==> src/rtl/msu_out_collector_if.sv <==
// -----------------------------------------------------------------------------
// msu_out_collector_if
//
// Bundles the two handshakes of the MSU output collector:
//   * the incoming AXI-Stream word channel (s_axis_*) from the MSU, and
//   * the outgoing result channel (res_*) towards the host-side logic.
//
// Modports:
//   master : the collector itself. It drives s_axis_tready and all res_*
//            outputs, and samples tvalid/tdata/tkeep and res_ready.
//   slave  : the surrounding logic. It drives the stream words and res_ready,
//            and observes tready and the result.
//
// Parameters must match the ones given to msu_out_collector.
// -----------------------------------------------------------------------------
interface msu_out_collector_if #(
    parameter int AXI_LEN     = 32,
    parameter int T_LEN       = 64,
    parameter int SQ_OUT_BITS = 1024
);
    // Stream side
    logic                   s_axis_tvalid;
    logic                   s_axis_tready;
    logic [AXI_LEN-1:0]     s_axis_tdata;
    logic [AXI_LEN/8-1:0]   s_axis_tkeep;

    // Result side
    logic                   res_valid;
    logic                   res_ready;
    logic [T_LEN-1:0]       res_t;
    logic [SQ_OUT_BITS-1:0] res_sq;
    logic                   res_err;
    logic                   res_timeout;

    modport master (
        input  s_axis_tvalid,
        input  s_axis_tdata,
        input  s_axis_tkeep,
        output s_axis_tready,
        output res_valid,
        input  res_ready,
        output res_t,
        output res_sq,
        output res_err,
        output res_timeout
    );

    modport slave (
        output s_axis_tvalid,
        output s_axis_tdata,
        output s_axis_tkeep,
        input  s_axis_tready,
        input  res_valid,
        output res_ready,
        input  res_t,
        input  res_sq,
        input  res_err,
        input  res_timeout
    );
endinterface

==> src/rtl/msu_out_collector.sv <==
// -----------------------------------------------------------------------------
// msu_out_collector
//
// Reassembles the MSU's outgoing word stream (t_current, then sq_out, low word
// first, no tlast) into one wide result and offers it on a valid/ready port.
// While a result is waiting to be consumed the stream is held off
// (s_axis_tready = 0); a start pulse seen in that time is remembered and the
// next collection begins right after the result is taken.
//
// Ports:
//   clk           sole clock, rising edge
//   reset         asynchronous, active-low
//   start_xfer    one-cycle pulse, one cycle before the MSU's first word
//   bus           msu_out_collector_if.master: s_axis_{tvalid,tready,tdata,
//                 tkeep}, res_{valid,ready,t,sq,err,timeout}
//   busy          collector is not idle
//   result_count  number of results consumed since reset (wraps)
//
// States: IDLE -> COLLECT (accept OUT_COUNT words) -> HOLD (present result).
//
// Optional feature (compile-time macro MSU_COLLECT_TIMEOUT_EN):
//   when defined, a stall counter in COLLECT ends a transfer that sees
//   TIMEOUT_CYCLES consecutive cycles without an accepted word; the result is
//   then flagged with res_err and res_timeout. When undefined COLLECT waits
//   forever, res_timeout is constant 0 and no counter exists.
// -----------------------------------------------------------------------------
module msu_out_collector #(
    parameter int AXI_LEN        = 32,
    parameter int T_LEN          = 64,
    parameter int SQ_OUT_BITS    = 1024,
    parameter int TIMEOUT_CYCLES = 4096
) (
    input  logic                   clk,
    input  logic                   reset,
    input  logic                   start_xfer,
    msu_out_collector_if.master    bus,
    output logic                   busy,
    output logic [31:0]            result_count
);

    localparam int T_WORDS   = T_LEN / AXI_LEN;
    localparam int SQ_WORDS  = SQ_OUT_BITS / AXI_LEN;
    localparam int OUT_COUNT = T_WORDS + SQ_WORDS;
    localparam int BUF_W     = T_LEN + SQ_OUT_BITS;
    localparam int CNT_W     = $clog2(OUT_COUNT + 1);

    typedef enum logic [1:0] {
        IDLE    = 2'd0,
        COLLECT = 2'd1,
        HOLD    = 2'd2
    } state_t;

    state_t             state_reg;
    logic [BUF_W-1:0]   shift_reg;
    logic [CNT_W-1:0]   word_cnt_reg;
    logic               start_pending_reg;
    logic               tready_reg;
    logic               res_valid_reg;
    logic               res_err_reg;
    logic               busy_reg;
    logic [31:0]        result_count_reg;

    logic               accept;
    logic               keep_ok;
    logic               last_word;

`ifdef MSU_COLLECT_TIMEOUT_EN
    localparam int STALL_W = $clog2(TIMEOUT_CYCLES + 1);
    logic [STALL_W-1:0] stall_cnt_reg;
    logic               res_timeout_reg;
`endif

    // tready_reg is high exactly while in COLLECT, so this is the stream
    // handshake without a combinational path back to tready.
    assign accept    = tready_reg && bus.s_axis_tvalid;
    assign keep_ok   = &bus.s_axis_tkeep;
    assign last_word = (word_cnt_reg == CNT_W'(OUT_COUNT - 1));

    // -------------------------------------------------------------------------
    // Control FSM with registered outputs and the reassembly shift register.
    // Words enter at the top and move down, so after OUT_COUNT accepts the
    // first word (low half of t_current) sits in the lowest AXI_LEN bits.
    // -------------------------------------------------------------------------
    always_ff @(posedge clk or negedge reset) begin
        if (!reset) begin
            state_reg         <= IDLE;
            shift_reg         <= '0;
            word_cnt_reg      <= '0;
            start_pending_reg <= 1'b0;
            tready_reg        <= 1'b0;
            res_valid_reg     <= 1'b0;
            res_err_reg       <= 1'b0;
            busy_reg          <= 1'b0;
            result_count_reg  <= '0;
`ifdef MSU_COLLECT_TIMEOUT_EN
            stall_cnt_reg     <= '0;
            res_timeout_reg   <= 1'b0;
`endif
        end else begin
            case (state_reg)
                IDLE: begin
                    if (start_xfer) begin
                        state_reg         <= COLLECT;
                        tready_reg        <= 1'b1;
                        busy_reg          <= 1'b1;
                        word_cnt_reg      <= '0;
                        res_err_reg       <= 1'b0;
                        start_pending_reg <= 1'b0;
`ifdef MSU_COLLECT_TIMEOUT_EN
                        stall_cnt_reg     <= '0;
                        res_timeout_reg   <= 1'b0;
`endif
                    end
                end

                COLLECT: begin
                    // A start for the next transfer may overlap this one.
                    if (start_xfer) begin
                        start_pending_reg <= 1'b1;
                    end
                    if (accept) begin
                        shift_reg    <= {bus.s_axis_tdata, shift_reg[BUF_W-1:AXI_LEN]};
                        word_cnt_reg <= word_cnt_reg + CNT_W'(1);
                        // Partial words are still consumed so the stream
                        // stays aligned; the result is only flagged.
                        if (!keep_ok) begin
                            res_err_reg <= 1'b1;
                        end
                        if (last_word) begin
                            state_reg     <= HOLD;
                            tready_reg    <= 1'b0;
                            res_valid_reg <= 1'b1;
                        end
`ifdef MSU_COLLECT_TIMEOUT_EN
                        stall_cnt_reg <= '0;
`endif
                    end
`ifdef MSU_COLLECT_TIMEOUT_EN
                    else if (stall_cnt_reg == STALL_W'(TIMEOUT_CYCLES - 1)) begin
                        // This idle cycle is the TIMEOUT_CYCLES-th in a row.
                        state_reg       <= HOLD;
                        tready_reg      <= 1'b0;
                        res_valid_reg   <= 1'b1;
                        res_err_reg     <= 1'b1;
                        res_timeout_reg <= 1'b1;
                    end else begin
                        stall_cnt_reg <= stall_cnt_reg + STALL_W'(1);
                    end
`endif
                end

                HOLD: begin
                    if (start_xfer) begin
                        start_pending_reg <= 1'b1;
                    end
                    if (bus.res_ready) begin
                        result_count_reg <= result_count_reg + 32'd1;
                        res_valid_reg    <= 1'b0;
                        // A start coinciding with the handshake goes straight
                        // to COLLECT instead of passing through the pending flag.
                        if (start_pending_reg || start_xfer) begin
                            state_reg         <= COLLECT;
                            tready_reg        <= 1'b1;
                            word_cnt_reg      <= '0;
                            res_err_reg       <= 1'b0;
                            start_pending_reg <= 1'b0;
`ifdef MSU_COLLECT_TIMEOUT_EN
                            stall_cnt_reg     <= '0;
                            res_timeout_reg   <= 1'b0;
`endif
                        end else begin
                            state_reg <= IDLE;
                            busy_reg  <= 1'b0;
                        end
                    end
                end

                default: begin
                    state_reg     <= IDLE;
                    tready_reg    <= 1'b0;
                    res_valid_reg <= 1'b0;
                    busy_reg      <= 1'b0;
                end
            endcase
        end
    end

    // -------------------------------------------------------------------------
    // Outputs. The buffer only moves in COLLECT, so in HOLD these are stable.
    // -------------------------------------------------------------------------
    assign bus.s_axis_tready = tready_reg;
    assign bus.res_valid     = res_valid_reg;
    assign bus.res_err       = res_err_reg;
    assign bus.res_t         = shift_reg[T_LEN-1:0];
    assign busy              = busy_reg;
    assign result_count      = result_count_reg;

    genvar gi;
    generate
        for (gi = 0; gi < SQ_WORDS; gi++) begin : g_sq_word
            assign bus.res_sq[gi*AXI_LEN +: AXI_LEN] = shift_reg[T_LEN + gi*AXI_LEN +: AXI_LEN];
        end
    endgenerate

`ifdef MSU_COLLECT_TIMEOUT_EN
    assign bus.res_timeout = res_timeout_reg;
`else
    assign bus.res_timeout = 1'b0;
`endif

    // Marker scope that only elaborates for an unusable parameter set
    // (field widths not whole words, or a zero stall limit).
    generate
        if ((T_LEN % AXI_LEN) != 0 || (SQ_OUT_BITS % AXI_LEN) != 0 ||
            TIMEOUT_CYCLES < 1) begin : g_invalid_config
        end
    endgenerate

endmodule

==> src/flat_wrapper.sv <==
// flat-port wrapper written by rule: the top's interface ports become plain ports
module msu_out_collector_flat 
#(
    parameter int AXI_LEN        = 32,
    parameter int T_LEN          = 64,
    parameter int SQ_OUT_BITS    = 1024,
    parameter int TIMEOUT_CYCLES = 4096
)
  (clk, reset, start_xfer, busy, result_count, bus_s_axis_tvalid, bus_s_axis_tdata, bus_s_axis_tkeep, bus_s_axis_tready, bus_res_valid, bus_res_ready, bus_res_t, bus_res_sq, bus_res_err, bus_res_timeout);
  msu_out_collector_if #(.AXI_LEN(AXI_LEN), .T_LEN(T_LEN), .SQ_OUT_BITS(SQ_OUT_BITS)) bus_i ();
  input  logic clk;
  input  logic reset;
  input  logic start_xfer;
  output logic busy;
  output logic [31:0] result_count;
  input wire logic [$bits(bus_i.s_axis_tvalid)-1:0] bus_s_axis_tvalid;
  input wire logic [$bits(bus_i.s_axis_tdata)-1:0] bus_s_axis_tdata;
  input wire logic [$bits(bus_i.s_axis_tkeep)-1:0] bus_s_axis_tkeep;
  output wire logic [$bits(bus_i.s_axis_tready)-1:0] bus_s_axis_tready;
  output wire logic [$bits(bus_i.res_valid)-1:0] bus_res_valid;
  input wire logic [$bits(bus_i.res_ready)-1:0] bus_res_ready;
  output wire logic [$bits(bus_i.res_t)-1:0] bus_res_t;
  output wire logic [$bits(bus_i.res_sq)-1:0] bus_res_sq;
  output wire logic [$bits(bus_i.res_err)-1:0] bus_res_err;
  output wire logic [$bits(bus_i.res_timeout)-1:0] bus_res_timeout;
  assign bus_i.s_axis_tvalid = bus_s_axis_tvalid;
  assign bus_i.s_axis_tdata = bus_s_axis_tdata;
  assign bus_i.s_axis_tkeep = bus_s_axis_tkeep;
  assign bus_s_axis_tready = bus_i.s_axis_tready;
  assign bus_res_valid = bus_i.res_valid;
  assign bus_i.res_ready = bus_res_ready;
  assign bus_res_t = bus_i.res_t;
  assign bus_res_sq = bus_i.res_sq;
  assign bus_res_err = bus_i.res_err;
  assign bus_res_timeout = bus_i.res_timeout;
  msu_out_collector #(.AXI_LEN(AXI_LEN), .T_LEN(T_LEN), .SQ_OUT_BITS(SQ_OUT_BITS), .TIMEOUT_CYCLES(TIMEOUT_CYCLES)) u_core (.clk(clk), .reset(reset), .start_xfer(start_xfer), .bus(bus_i), .busy(busy), .result_count(result_count));
endmodule
==> config.mk <==
export PLATFORM = sky130hd
export DESIGN_NAME = msu_out_collector_flat
export DESIGN_NICKNAME = d
export VERILOG_FILES = /design/src/rtl/msu_out_collector_if.sv /design/src/rtl/msu_out_collector.sv /design/src/flat_wrapper.sv
export SDC_FILE = /design/constraint.sdc
export NUM_CORES = 2
export LEC_CHECK = 0
export ABC_AREA = 1
export CAP_MARGIN = 20
export CORE_AREA = 2 2 448 450
export CTS_CLUSTER_DIAMETER = 40
export DETAILED_ROUTE_END_ITERATION = 7
export DIE_AREA = 0 0 450 452
export GPL_TIMING_DRIVEN = 0
export HOLD_SLACK_MARGIN = 0.06
export PLACE_DENSITY_LB_ADDON = 0.3
export SETUP_SLACK_MARGIN = 0.15
export SLEW_MARGIN = 40
export SYNTH_ARGS = -nofsm -noshare
export SYNTH_HDL_FRONTEND = slang
export SYNTH_SLANG_ARGS = --single-unit
export TNS_END_PERCENT = 20
==> constraint.sdc <==
create_clock -name clk -period 1.6 [get_ports clk]
set_input_delay 0.24 -clock clk [delete_from_list [all_inputs] [get_ports clk]]
set_output_delay 0.24 -clock clk [all_outputs]
set_load 0.03 [all_outputs]
# ---- Word level (Yosys, flattened, before mapping)
# Cells that the tools add are included.
dict set report word_totals {
  reg_bits 1133
  input_bits 41
  out_inout_bits 1125
  wordCells 71
}
dict set report classes {
  n_addsub 2
  n_eq_ne 10
  muxes 34
  n_bitwise 2
  reduce_logical 14
}
# cell n
set ops {}
lappend ops {{$add A32 B1 Y32 const B} 1}
lappend ops {{$mux W6} 4}
lappend ops {{$mux W1} 19}
lappend ops {{$pmux W6 S3} 1}
lappend ops {{$reduce_and A4 Y1} 4}
lappend ops {{$pmux W1 S3} 5}
lappend ops {{$reduce_and A5 Y1} 2}
lappend ops {{$mux W2} 4}
lappend ops {{$ne A2 B2 Y1 const B} 4}
lappend ops {{$add A6 B1 Y6 const B} 1}
lappend ops {{$eq A6 B6 Y1 const B} 1}
lappend ops {{$ne A2 B1 Y1 const B} 3}
lappend ops {{$pmux W2 S3} 1}
lappend ops {{$reduce_and A2 Y1} 3}
lappend ops {{$reduce_and A6 Y1} 1}
lappend ops {{$reduce_bool A3 Y1} 1}
lappend ops {{$eq A2 B1 Y1 const B} 1}
lappend ops {{$eq A2 B2 Y1 const B} 1}
lappend ops {{$logic_not A2 Y1} 1}
lappend ops {{$not A1 Y1} 2}
lappend ops {{$logic_and A1 B1 Y1} 1}
lappend ops {{$logic_or A1 B1 Y1} 1}

# ---- Logic depth before layout (Yosys ltp)
dict set report logic_depth {
  depth_word 4
  mapped_depth 10
  ltp_nobuf 10
}

# ---- Worst setup path after synthesis
# Ideal clock, no wire load.
dict set report synth_path {
  path_type {reg2reg}
  start {register u_core.result_count_reg[0] (netlist: u_core.result_count[0])}
  end {register u_core.result_count_reg[24] (netlist: u_core.result_count[24])}
  setup_time_ns 0.121
  arrival_time_ns 1.461
  required_time_ns 1.479
  setup_slack_ns 0.019
  stages_incl_launch_ff 9
  path_buffers 0
  synth_period_minus_slack_ns 1.581
  path_cell_list {dfrtp_1 > ha_1 > nand2_1 > nor2_1 > nand2_2 > nor2_4 > nand2_2 > o21ai_1 > nand2_1}
}
dict set report synth_via {
  elab_chain_cells 1
}
# element line
set synth_rtl {}
lappend synth_rtl {{from (decl)} msu_out_collector.sv:61} ;# logic [31:0] result_count_reg;
lappend synth_rtl {{from (signal assigned)} msu_out_collector.sv:157} ;# result_count_reg <= result_count_reg + 32'd1;
lappend synth_rtl {{$add A32 B1 Y32} msu_out_collector.sv:157}
# Every way passes these cells.
# A chain may end at the register's enable or synchronous reset.

# ---- Worst setup path in the final report
dict set report layout_path {
  start {register u_core.state_reg[1]}
  end {register u_core.shift_reg[287]}
}
dict set report layout_via {
  elab_chain_cells 2
}
# element line
set layout_rtl {}
lappend layout_rtl {{from (decl)} msu_out_collector.sv:53} ;# state_t state_reg;
lappend layout_rtl {{from (signal assigned)} msu_out_collector.sv:86} ;# state_reg <= IDLE;
lappend layout_rtl {{from (signal assigned)} msu_out_collector.sv:103} ;# state_reg <= COLLECT;
lappend layout_rtl {{from (signal assigned)} msu_out_collector.sv:130} ;# state_reg <= HOLD;
lappend layout_rtl {{$eq A2 B1 Y1} msu_out_collector.sv:100} ;# case (state_reg)
lappend layout_rtl {{$reduce_and A2 Y1 (no line)} n/a}
lappend layout_rtl {{to (signal assigned)} msu_out_collector.sv:122} ;# shift_reg <= {bus.s_axis_tdata, shift_reg[BUF_W-1:AXI_LEN]};
lappend layout_rtl {{to (decl)} msu_out_collector.sv:54} ;# logic [BUF_W-1:0] shift_reg;
# Every way passes these cells.

==> impl_metrics.env <==
export IMPL_synth_net_count=4378
export IMPL_critical_path_most_common_cell="sky130_fd_sc_hd__buf_12"
export IMPL_final_setup_viol_count=2225
export IMPL_synth_area_leaders="sky130_fd_sc_hd__dfrtp_1 (66%), sky130_fd_sc_hd__a21oi_1 (6.3%), sky130_fd_sc_hd__o21ai_0 (5.7%)"
export IMPL_critPathCaptureType="flip-flop"
export IMPL_drt_antenna_violating_nets=0
export IMPL_critPathKind="flip-flop to flip-flop"
export IMPL_wl_per_cell_um=25.8
export IMPL_power_share_combinational_pct=47.3
export IMPL_switchingPower_mw=86.8
export IMPL_htree_num_levels=4
export IMPL_fin_skew_ns=0.0846
export IMPL_max_vdd_ir_drop_mv=1.37
export IMPL_timing_critical_path_cells="inv_2 > ha_4 > buf_8 > nand3_4 > buf_12 > buf_16 > buf_12 > buf_12 > buf_16 > nor2_4 > a21oi_2"
export IMPL_std_cell_rows=164
export IMPL_cts_inserted_buffers=198
export IMPL_critPathMaxFanout=7
export IMPL_design_core_area_um2=199000
export IMPL_violations_in_the_final_reports="negative hold slack, negative setup slack"
export IMPL_boundaryPins=1166
export IMPL_final_period_minus_worst_setup_slack_ns=1.92
export IMPL_sequential_fraction_of_design_power_pct=28.5
export IMPL_num_fill_cells=20200
export IMPL_number_of_flip_flops_under_the_largest_register_name=1088
export IMPL_power_switching_share_pct=45.8
export IMPL_power_clock_fraction_pct=24.2
export IMPL_start_kind="flip-flop"
export IMPL_highest_count_cells_in_the_layout_ignoring_fill_and_taps="sky130_fd_sc_hd__dfrtp_1 (996), sky130_fd_sc_hd__nand2_1 (600), sky130_fd_sc_hd__inv_1 (564)"
export IMPL_grt_start_max_net_pins=111
export IMPL_final_standard_cell_utilization_of_the_core_pct=36.0
export IMPL_num_nets_final=6144
export IMPL_ys_ff_latch=1133
export IMPL_critPathSlowestCell="sky130_fd_sc_hd__dfrtp_1"
export IMPL_drcViolationCount=0
export IMPL_placement_setup_worst_slack_ns=-1.17
export IMPL_start_util_pct=21.5
export IMPL_post_synth_top_area_fraction_pct=66.4
export IMPL_post_synth_inst_count=4329
export IMPL_grt_pass1_vias=39500
export IMPL_port_buffer_count=1164
export IMPL_detailed_place_hpwl_mm=167
export IMPL_crit_required_ns=2.35
export IMPL_relSlewSlack_pct=60.7
export IMPL_tritoncts="yes"
export IMPL_power_leakage_nw=35.4
export IMPL_grt_pass1_wl_mm=312
export IMPL_design_die_area_um2=203000
export IMPL_yosysTopAreaCell="sky130_fd_sc_hd__dfrtp_1"
export IMPL_drt_iter0_markers=3033
export IMPL_synth_sequential_area_ratio_pct=66.4
export IMPL_min_period_over_period_pct=120
export IMPL_dieHeight_um=452
export IMPL_cts_sinks=1133
export IMPL_hold_violations=273
export IMPL_fin_ws_ns=-0.323
export IMPL_max_stage_delay_ns=0.39
export IMPL_synth_warn=0
export IMPL_finalMaxSlewViolations=0
export IMPL_cts_max_path_buffers=3
export IMPL_groute_usage_overall_pct=21.7
export IMPL_routabilityCongestion=0.926
export IMPL_postSynthAreaPerCell_um2=9.87
export IMPL_dr_pass1_iters=5
export IMPL_power_per_cell_area_nw_per_um2=2650
export IMPL_dr_total_vias=38800
export IMPL_clock_insertion_delay_worst_skew_ns=0.89
export IMPL_timing_hold_worst_class="primary input to async pin"
export IMPL_internal_power_mw=103
export IMPL_max_freq_ghz=0.520
export IMPL_antenna_found_initial=4
export IMPL_signal_arrival_time_at_the_worst_endpoint_ns=2.67
export IMPL_maxCapViolCount=0
export IMPL_cts_hold_buffers=32
export IMPL_layout_cells_most_common="sky130_fd_sc_hd__dfrtp_1"
export IMPL_syn_area_um2=42700
export IMPL_viasPerCell=4.35
export IMPL_run_status="finished, violations left"
export IMPL_ctsRootBufferMaster="sky130_fd_sc_hd__clkbuf_16"
export IMPL_postRouteWirelength_mm=230
export IMPL_grt_setup_unrepaired="yes"
export IMPL_timing_hold_ws_ns=-0.648
export IMPL_tightest_slew_ns=0.589
export IMPL_layout_drive_gt1_share_pct=29.8
export IMPL_post_synth_cell_types=33
export IMPL_die_span_in_x_um=450
export IMPL_layout_area_overhead_vs_synth_pct=67.5
export IMPL_grt_remaining_overflow=0
export IMPL_clk_transition_reported_paths_ns=0.05
[what timing repair did]
action                                  in CTS  in global routing
gates resized for setup                   4192                579
pin swaps                                    2                  6
endpoints found under the setup margin    2523               2845
endpoints found under the hold margin      305                273
buffers inserted                           304                 20
gates cloned                                13                 23
[cells by family (layout without fill, tap and decap cells)]
logic type	count (synthesis)	count (layout)	share of synthesized area, %
xor gates and xnor gates	22	22	0.451
buffers and inverters	811	2744	8.30
muxes	23	23	0.603
and+or+nand+nor	1247	1247	11.3
other	1	2	0.00878
AOI/OAI and AO/OA	1084	1084	12.7
adders and majority gates	8	8	0.234
DFF	1133	1133	66.4
[final cells by class]
type | count | area (um2) | area share [%]
Timing Repair Buffer | 1567 | 15900 | 22.3
Inverter | 570 | 2150 | 3.00
Tap cell | 2656 | 3320 | 4.64
Multi-Input combinational cell | 2385 | 11700 | 16.3
Sequential cell | 1133 | 28500 | 39.9
Buffer | 240 | 2690 | 3.76
Clock buffer | 229 | 5250 | 7.34
Clock inverter | 138 | 2040 | 2.86
Antenna cell | 1 | 2.50 | 0.00350
[critical path, delay by kind of cell, from the launching register on]
family | cells | cell delay (ns)
AO/OA/AOI/OAI | 1 | 0.05
adder cells (fa/ha/maj) | 1 | 0.12
flip-flops | 1 | 0.39
buffers and inverters | 7 | 0.95
AND/OR/NAND/NOR | 2 | 0.29
[stage by stage]
stage                      TNS, ns  std cells  power (mW)  hold WS, ns  cell area (um2)
after floorplan                  0       4329        91.8      -0.0556            43000
after global placement           -       8149         136        0.473            57900
after detailed placement  -1082.54       8160         137        0.197            58300
after CTS                  -658.80       8876         188       -0.744            69700
after global routing       -586.88       8919         198       -0.678            71600
final                      -414.63       8919         190       -0.648            71600
[metal layers]
metal | GRT usage, % | share of wire, % | vias up
met4 | 7.00 | 3.3 | 2
met1 | 24.7 | 38 | 19800
met2 | 38.9 | 52 | 1384
li1 | - | - | 17300
met5 | 0 | 0.0056 | -
met3 | 6.09 | 6.9 | 318
[synth_stat cells]
library cell	number
sky130_fd_sc_hd__inv_2	1
sky130_fd_sc_hd__or2_2	1
sky130_fd_sc_hd__clkbuf_1	7
sky130_fd_sc_hd__nand2_2	2
sky130_fd_sc_hd__nand3_1	15
sky130_fd_sc_hd__nand4_1	12
sky130_fd_sc_hd__and2_1	1
sky130_fd_sc_hd__dfrtp_1	1133
sky130_fd_sc_hd__o21ai_1	58
sky130_fd_sc_hd__nand3_4	1
sky130_fd_sc_hd__mux2_2	22
sky130_fd_sc_hd__inv_1	569
sky130_fd_sc_hd__xor2_1	13
sky130_fd_sc_hd__nand2_1	624
sky130_fd_sc_hd__a31oi_1	1
sky130_fd_sc_hd__a21oi_1	537
sky130_fd_sc_hd__buf_4	25
sky130_fd_sc_hd__clkbuf_2	36
sky130_fd_sc_hd__buf_2	150
sky130_fd_sc_hd__buf_6	23
sky130_fd_sc_hd__ha_1	8
sky130_fd_sc_hd__o21ai_0	486
sky130_fd_sc_hd__nor2_1	573
sky130_fd_sc_hd__a21o_1	1
sky130_fd_sc_hd__nand2_4	1
sky130_fd_sc_hd__o22ai_1	1
sky130_fd_sc_hd__nand3b_1	7
sky130_fd_sc_hd__nor2_4	5
sky130_fd_sc_hd__mux2i_1	1
sky130_fd_sc_hd__xnor2_1	9
sky130_fd_sc_hd__conb_1	1
sky130_fd_sc_hd__nor3_1	2
sky130_fd_sc_hd__nor2_2	3
[power by group through the flow]
stage	clock (mW)	combinational, mW	sequential [mW]
floorplan	0	16.1	75.7
global placement	0	81.5	55.0
detailed placement	0	82.5	54.7
CTS	46.5	88.0	53.7
global route	47.9	94.3	55.4
finish	45.9	89.6	54.1
[final timing paths]
path,startpoint,endpoint,slack (ns),depth (start not counted)
hold reg to reg,u_core.bus.res_valid,u_core.bus.res_valid,0.48,2
setup reg to reg,u_core.state_reg[1],u_core.shift_reg[287],-0.32,11
hold / removal,reset,u_core.shift_reg[307],-0.65,1
max in group asynchronous,reset,u_core.result_count[0],0.41,5
setup / recovery,u_core.state_reg[1],u_core.shift_reg[287],-0.32,11
min in group clk,start_xfer,u_core.start_pending_reg,0.25,4
Power figures use the tool's default switching activity.
